===== src/rtl/life_ctrl_if.sv =====
// ---------------------------------------------------------------------------
// life_ctrl_if
// Bus between the lives controller and the 4-bit lives down-counter.
//   ld_n   controller -> counter  parallel load strobe, active-low
//   d      controller -> counter  load value, meaningful while ld_n=0
//   ctp    controller -> counter  count enable P, one-cycle decrement pulse
//   ctt    controller -> counter  count enable T, always equal to ctp
//   cnt_q  counter -> controller  current counter Q
// Modports: master = controller side, slave = counter side.
// ---------------------------------------------------------------------------
interface life_ctrl_if #(
  parameter int W = 4
);
  logic         ld_n;
  logic [W-1:0] d;
  logic         ctp;
  logic         ctt;
  logic [W-1:0] cnt_q;

  modport master (
    output ld_n,
    output d,
    output ctp,
    output ctt,
    input  cnt_q
  );

  modport slave (
    input  ld_n,
    input  d,
    input  ctp,
    input  ctt,
    output cnt_q
  );
endinterface


===== src/rtl/life_ctrl.sv =====
// ---------------------------------------------------------------------------
// life_ctrl
// Control stage in front of the lives down-counter. Synchronises and debounces
// the ball-miss and start inputs, issues one decrement pulse per miss and a
// preset load on game start, and watches the counter's Q to detect game over
// and to keep the counter from wrapping below zero.
//
// Optional feature macro: LIFE_BONUS_EN
//   When defined, adds bonus_in; a debounced bonus rise in PLAY loads
//   min(Q+1, MAX_LIVES). A bonus rise seen in HIT is remembered (one deep)
//   and applied on the return to PLAY.
//
// Ports
//   CP         in   clock, rising edge
//   CR         in   asynchronous active-low reset
//   miss_in    in   ball-missed level, asynchronous
//   start_in   in   start button, asynchronous and bouncy
//   bonus_in   in   bonus-life request (LIFE_BONUS_EN only)
//   cbus       master modport of life_ctrl_if (ld_n, d, ctp, ctt out; cnt_q in)
//   game_over  out  high in OVER
//   playing    out  high in PLAY and HIT
// All outputs are registered.
// ---------------------------------------------------------------------------
module life_ctrl #(
  parameter int W          = 4,
  parameter int INIT_LIVES = 5,
  parameter int MAX_LIVES  = 9,
  parameter int DEB_CYC    = 16
) (
  input  logic        CP,
  input  logic        CR,
  input  logic        miss_in,
  input  logic        start_in,
`ifdef LIFE_BONUS_EN
  input  logic        bonus_in,
`endif
  life_ctrl_if.master cbus,
  output logic        game_over,
  output logic        playing
);

  // Input channel indices into the shared sync/debounce vectors.
  localparam int MISS  = 0;
  localparam int START = 1;
`ifdef LIFE_BONUS_EN
  localparam int BONUS = 2;
  localparam int NIN   = 3;
`else
  localparam int NIN   = 2;
`endif

  localparam int           CW       = $clog2(DEB_CYC);
  localparam logic [CW-1:0] DEB_LAST = CW'(DEB_CYC - 1);
  localparam logic [W-1:0]  INIT_V   = W'(INIT_LIVES);

  typedef enum logic [1:0] {
    IDLE = 2'd0,
    PLAY = 2'd1,
    HIT  = 2'd2,
    OVER = 2'd3
  } state_t;

  logic [NIN-1:0]         raw;
  logic [NIN-1:0]         sync1;
  logic [NIN-1:0]         sync2;
  logic [NIN-1:0]         deb;
  logic [NIN-1:0]         deb_d;
  logic [NIN-1:0][CW-1:0] deb_cnt;
  logic [NIN-1:0]         rise;

  state_t       state;
  state_t       state_nx;
  logic         ld_n_q;
  logic         ld_n_nx;
  logic [W-1:0] d_q;
  logic [W-1:0] d_nx;
  logic         ctp_q;
  logic         ctp_nx;
  logic         game_over_q;
  logic         playing_q;

  logic         miss_rise;
  logic         start_rise;
  logic         miss_lvl;
  logic [W-1:0] eff_q;
  logic         cnt_zero;
  logic         cancel;
  logic         bonus_req;
  logic [W-1:0] bonus_d;

`ifdef LIFE_BONUS_EN
  assign raw = {bonus_in, start_in, miss_in};
`else
  assign raw = {start_in, miss_in};
`endif

  // Two-flop synchroniser followed by a per-input debounce counter. The
  // counter only runs while the synchronised level differs from the accepted
  // level; any return to the accepted level (i.e. any bounce) clears it, so a
  // new level is accepted only after DEB_CYC consecutive stable samples.
  always_ff @(posedge CP or negedge CR) begin
    if (!CR) begin
      sync1   <= '0;
      sync2   <= '0;
      deb     <= '0;
      deb_d   <= '0;
      deb_cnt <= '0;
    end else begin
      sync1 <= raw;
      sync2 <= sync1;
      deb_d <= deb;
      for (int i = 0; i < NIN; i++) begin
        if (sync2[i] == deb[i]) begin
          deb_cnt[i] <= '0;
        end else if (deb_cnt[i] == DEB_LAST) begin
          deb_cnt[i] <= '0;
          deb[i]     <= sync2[i];
        end else begin
          deb_cnt[i] <= deb_cnt[i] + CW'(1);
        end
      end
    end
  end

  assign rise       = deb & ~deb_d;
  assign miss_rise  = rise[MISS];
  assign start_rise = rise[START];
  assign miss_lvl   = deb[MISS];

  // The counter only reflects a load or decrement one edge after we issue it.
  // While a load is in flight its value is already known (d_q); while a
  // decrement is in flight Q is stale, so the zero check is skipped.
  assign eff_q    = ld_n_q ? cbus.cnt_q : d_q;
  assign cnt_zero = ~ctp_q & (eff_q == '0);

`ifdef LIFE_BONUS_EN
  logic         pend;
  logic [W:0]   bonus_sum;
  localparam logic [W:0]   MAX_X = (W+1)'(MAX_LIVES);
  localparam logic [W-1:0] MAX_V = W'(MAX_LIVES);

  // Sum at W+1 bits so Q=15 cannot wrap before saturation.
  assign bonus_sum = {1'b0, eff_q} + {{W{1'b0}}, 1'b1};
  assign bonus_d   = (bonus_sum > MAX_X) ? MAX_V : bonus_sum[W-1:0];
  assign cancel    = miss_rise & rise[BONUS];
  assign bonus_req = rise[BONUS] | pend;

  // One-deep memory for a bonus that arrives while a miss is being held.
  always_ff @(posedge CP or negedge CR) begin
    if (!CR) begin
      pend <= 1'b0;
    end else if ((state_nx == OVER) || ((state == PLAY) && !ld_n_nx)) begin
      pend <= 1'b0;
    end else if ((state == HIT) && rise[BONUS]) begin
      pend <= 1'b1;
    end
  end
`else
  assign bonus_d   = d_q;
  assign cancel    = 1'b0;
  assign bonus_req = 1'b0;
`endif

  always_ff @(posedge CP or negedge CR) begin
    if (!CR) begin
      state       <= IDLE;
      ld_n_q      <= 1'b1;
      d_q         <= INIT_V;
      ctp_q       <= 1'b0;
      game_over_q <= 1'b0;
      playing_q   <= 1'b0;
    end else begin
      state       <= state_nx;
      ld_n_q      <= ld_n_nx;
      d_q         <= d_nx;
      ctp_q       <= ctp_nx;
      game_over_q <= (state_nx == OVER);
      playing_q   <= (state_nx == PLAY) || (state_nx == HIT);
    end
  end

  // Load and decrement sit in mutually exclusive branches, so ld_n=0 and
  // ctp=1 can never be issued together.
  always_comb begin
    state_nx = state;
    ld_n_nx  = 1'b1;
    ctp_nx   = 1'b0;
    d_nx     = d_q;
    unique case (state)
      IDLE, OVER: begin
        if (start_rise) begin
          ld_n_nx  = 1'b0;
          d_nx     = INIT_V;
          state_nx = PLAY;
        end
      end
      PLAY: begin
        if (cancel) begin
          state_nx = PLAY;
        end else if (miss_rise) begin
          if (cnt_zero) begin
            state_nx = OVER;
          end else begin
            ctp_nx   = 1'b1;
            state_nx = HIT;
          end
        end else if (cnt_zero) begin
          state_nx = OVER;
        end else if (bonus_req) begin
          ld_n_nx = 1'b0;
          d_nx    = bonus_d;
        end
      end
      HIT: begin
        if (cnt_zero) begin
          state_nx = OVER;
        end else if (!miss_lvl) begin
          state_nx = PLAY;
        end
      end
      default: begin
        state_nx = IDLE;
      end
    endcase
  end

  assign cbus.ld_n = ld_n_q;
  assign cbus.d    = d_q;
  assign cbus.ctp  = ctp_q;
  assign cbus.ctt  = ctp_q;
  assign game_over = game_over_q;
  assign playing   = playing_q;

endmodule

===== src/flat_wrapper.sv =====
// flat-port wrapper written by rule: the top's interface ports become plain ports
module life_ctrl_flat 
#(
  parameter int W          = 4,
  parameter int INIT_LIVES = 5,
  parameter int MAX_LIVES  = 9,
  parameter int DEB_CYC    = 16
)
  (CP, CR, miss_in, start_in, game_over, playing, cbus_ld_n, cbus_d, cbus_ctp, cbus_ctt, cbus_cnt_q);
  life_ctrl_if #(.W(W)) cbus_i ();
  input  logic CP;
  input  logic CR;
  input  logic miss_in;
  input  logic start_in;
  output logic game_over;
  output logic playing;
  output wire logic [$bits(cbus_i.ld_n)-1:0] cbus_ld_n;
  output wire logic [$bits(cbus_i.d)-1:0] cbus_d;
  output wire logic [$bits(cbus_i.ctp)-1:0] cbus_ctp;
  output wire logic [$bits(cbus_i.ctt)-1:0] cbus_ctt;
  input wire logic [$bits(cbus_i.cnt_q)-1:0] cbus_cnt_q;
  assign cbus_ld_n = cbus_i.ld_n;
  assign cbus_d = cbus_i.d;
  assign cbus_ctp = cbus_i.ctp;
  assign cbus_ctt = cbus_i.ctt;
  assign cbus_i.cnt_q = cbus_cnt_q;
  life_ctrl #(.W(W), .INIT_LIVES(INIT_LIVES), .MAX_LIVES(MAX_LIVES), .DEB_CYC(DEB_CYC)) u_core (.CP(CP), .CR(CR), .miss_in(miss_in), .start_in(start_in), .cbus(cbus_i), .game_over(game_over), .playing(playing));
endmodule

===== config.mk =====
export PLATFORM = sky130hd
export DESIGN_NAME = life_ctrl_flat
export DESIGN_NICKNAME = d
export VERILOG_FILES = /design/src/rtl/life_ctrl_if.sv /design/src/rtl/life_ctrl.sv /design/src/flat_wrapper.sv
export SDC_FILE = /design/constraint.sdc
export NUM_CORES = 1
export LEC_CHECK = 0
export BUFFER_PORTS_ARGS = -buffer_cell sky130_fd_sc_hd__buf_2
export CAP_MARGIN = 25
export CORE_ASPECT_RATIO = 1.4
export CORE_MARGIN = 2
export CORE_UTILIZATION = 45
export CTS_CLUSTER_SIZE = 20
export DETAILED_ROUTE_END_ITERATION = 12
export GPL_ROUTABILITY_DRIVEN = 0
export GPL_TIMING_DRIVEN = 0
export PLACE_DENSITY = 0.69
export SETUP_SLACK_MARGIN = 0.4
export SLEW_MARGIN = 15
export SYNTH_ARGS = -nofsm -noshare
export SYNTH_HDL_FRONTEND = slang
export SYNTH_SLANG_ARGS = --single-unit

===== constraint.sdc =====
create_clock -name CP -period 1.6 [get_ports CP]
set_input_delay 0.24 -clock CP [delete_from_list [all_inputs] [get_ports CP]]
set_output_delay 0.24 -clock CP [all_outputs]
set_load 0.03 [all_outputs]

==> flow_summary.yaml <==
critical_path:
  cp_data_required_time_ns: 1.80
  slowest_stage: "dfstp_2"
  cpPeakStageDelay_ns: 0.54
  arrival_ns: 1.97
  cp-start-kind: "flop"
  crit_chain: "or4b_4 > nor3_4 > nor2_1 > o21ai_1 > ha_1"
  crit_family: "simple AND/OR/NAND/NOR gates"
  r2r_start: "u_core.cbus.ld_n"
  path_buf_inv: 0
  critPathMaxFanout: 3
  rr_worst_depth: 5
  worst-r2r-setup-slack_ns: -0.16
  endpoint_kind: "flop"
  r2r-end: "u_core.playing"
  crit_type: "reg2reg"
routing:
  ant_nets: 0
  via_per_inst: 4.992
  routed_wl_um: 1466
  drt_iter0_drc: 3
  drc: 0
  first_pass_iters: 2
  vias: 609
  wl_per_cell_um: 12.02
floorplan:
  io_pins: 17
  start_util_pct: 47.75
  rows: 19
  die_w_um: 42.67
  core_area_um2: 1973
  dieHeight_um: 58.14
  dieArea_um2: 2481
pwr:
  power.leakage_uw: 0.0005361
  power.density_nw_per_um2: 950.0
  vdd_drop_max_uv: 620.7
cells_and_area:
  fill_cells: 168
  finalInstanceArea_um2: 1130
  syn2layout_area_growth_pct: 19.92
  fin_nets: 115
  final_cell_mix: "dfrtp_1, buf_2, buf_4"
  antennaDiodeCount: 0
  postLayoutCoreUtil_pct: 57.26
  finalNonFillerCells: 122
  layout-drive-gt1-share_pct: 31.68
  final_common_cell: "dfrtp_1"
clocking:
  cts_inserted_buffers: 3
  cts_num_sinks: 22
  clk_path_buf_depth: 2
  tritoncts: "yes"
  cts-root-buf: "clkbuf_4"
  path_clk_slew_ns: 0.11
  clk_latency_ns: 0.31
  htree_levels: 1
yosys:
  syn_avg_cell_area_um2: 11.93
  synth-seq-cells: 22
  synth_cell_types: 24
  yosysWarningCount: 0
  syn_area_um2: 942.2
  syn_inst: 79
  synth_seq_area_share_pct: 58.57
worst_hold_path:
  hold_depth: 1
  hold_path_end: "u_core.sync1[1]"
  hold_class: "in2reg"
  hp-start: "start_in"
place:
  portBuffers: 12
  dpl_cell_area_um2: 1036
  dp_cells: 114
  place_hpwl_um: 974.5
global_route:
  grt_pass1_vias: 622
  grt_start_max_net_pins: 23
  grt_overflow: 0
  grt_pass1_wl_um: 2594
  grtUsageTotal_pct: 13.96
  grt_antenna_before_repair: 0
sta:
  min_period_ns: 1.761
  finClkSkew_ns: 0.004485
  slew_violations: 0
  setup_ws_ns: -0.1615
  final.period_utilization_pct: 110.1
  hold_viol: 0
  rsz0062_at_grt: "yes"
  setup_violations: 2
  fmax_mhz: 567.7
run:
  drv_cap: 0
status:
  outcome: "finished, violations left"
  failed_checks: "setup timing"
Yosys cell counts:
| cell | instances | area, um2 |
|---|---|---|
| o21ai_0 | 5 | 25.02 |
| nand4b_1 | 2 | 17.52 |
| nor2_2 | 1 | 6.260 |
| a21oi_1 | 5 | 25.02 |
| buf_4 | 5 | 37.54 |
| o21ai_1 | 1 | 5.000 |
| o22ai_1 | 2 | 12.51 |
| nand3b_1 | 1 | 7.510 |
| nand3_1 | 2 | 10.01 |
| nand2_1 | 3 | 11.26 |
| nor2b_1 | 3 | 18.77 |
| nor3b_1 | 2 | 15.01 |
| nor2_1 | 5 | 18.77 |
| mux2_1 | 1 | 11.26 |
| o21bai_1 | 1 | 7.510 |
| dfstp_2 | 1 | 26.28 |
| nor3_4 | 1 | 16.27 |
| inv_1 | 4 | 15.01 |
| xnor2_1 | 4 | 35.03 |
| dfrtp_1 | 21 | 525.5 |
| ha_1 | 5 | 62.56 |
| or4b_4 | 1 | 13.76 |
| conb_1 | 2 | 7.510 |
| mux2_2 | 1 | 11.26 |
worst max path at each step:
| stage | slack [ns] | cells after the start | start | to |
|---|---|---|---|---|
| floorplan | -0.22 | 5 | u_core.cbus.ld_n | u_core.playing |
| global placement | -0.17 | 5 | u_core.cbus.ld_n | u_core.playing |
| detailed placement | -0.17 | 5 | u_core.cbus.ld_n | u_core.playing |
| CTS | -0.18 | 5 | u_core.cbus.ld_n | u_core.playing |
| global route | -0.21 | 5 | u_core.cbus.ld_n | u_core.playing |
| finish | -0.16 | 5 | u_core.cbus.ld_n | u_core.playing |
registers in the layout, indices dropped and copies added, names as in the netlist:
signal and cells:
u_core.deb_cnt 8, u_core.deb 2, u_core.deb_d 2, u_core.state 2, u_core.sync1 2, u_core.sync2 2, u_core.cbus.ctp 1, u_core.cbus.ld_n 1
u_core.game_over 1, u_core.playing 1
cells by family (layout without fill, tap and decap cells):
kind of cell | after synthesis | count (layout) | synth area share, %
simple gates | 21 | 21 | 14.34
mux | 2 | 2 | 2.390
other cells | 2 | 4 | 0.7971
buf+inv | 9 | 29 | 5.578
compound gates | 14 | 14 | 7.967
flops | 22 | 22 | 58.57
fa+ha+maj | 5 | 5 | 6.640
xor+xnor | 4 | 4 | 3.718
power breakdown:
group	internal [uW]	switching [uW]	total, uW
sequential	591	32.1	623
combinational	89.0	106	195
clock	97.4	158	255
total	777	296	1070
routing by layer:
| layer | share of wire [%] | GRT usage [%] | up-vias |
|---|---|---|---|
| met5 | 0 | 0 | - |
| met4 | 3.1 | 9.375 | 0 |
| met3 | 3.8 | 1.869 | 5 |
| met2 | 52 | 22.29 | 15 |
| met1 | 41 | 17.42 | 285 |
| li1 | - | - | 304 |
layout make-up:
class / instances / area (um2) / share of cell area (%)
Buffer: 5 / 37.54 / 3.322
Multi-Input combinational cell: 50 / 371.6 / 32.89
Tap cell: 21 / 26.28 / 2.326
Clock buffer: 4 / 26.28 / 2.326
Inverter: 4 / 15.01 / 1.329
Timing Repair Buffer: 16 / 101.3 / 8.970
Sequential cell: 22 / 551.8 / 48.84
per-stage QoR:
stage	total power, uW	setup TNS [ns]	setup WS, ns	hold slack (ns)
after floorplan	757.4	-0.2854	-0.2166	-0.05559
after global placement	797.0	-0.1838	-0.1667	0.2188
after detailed placement	807.0	-0.1812	-0.1683	0.2289
after CTS	1069	-0.2134	-0.1798	0.01831
after global routing	1135	-0.2792	-0.2103	0.02200
final	1073	-0.1797	-0.1615	0.02664
worst register-to-register path, stage by stage (launching register included):
cell and delay (ns):
dfstp_2 0.54, or4b_4 0.46, nor3_4 0.17, nor2_1 0.08, o21ai_1 0.16, ha_1 0.25
timing repair:
| item | CTS | global route |
|---|---|---|
| endpoints found under the hold margin | 21 | 0 |
| setup buffers | 2 | 1 |
| hold buffers | 1 | 0 |
| gates resized for setup | 2 | 6 |
| setup endpoints to repair | 9 | 10 |
| pin swaps | 2 | 3 |
Power figures use the tool's default switching activity.
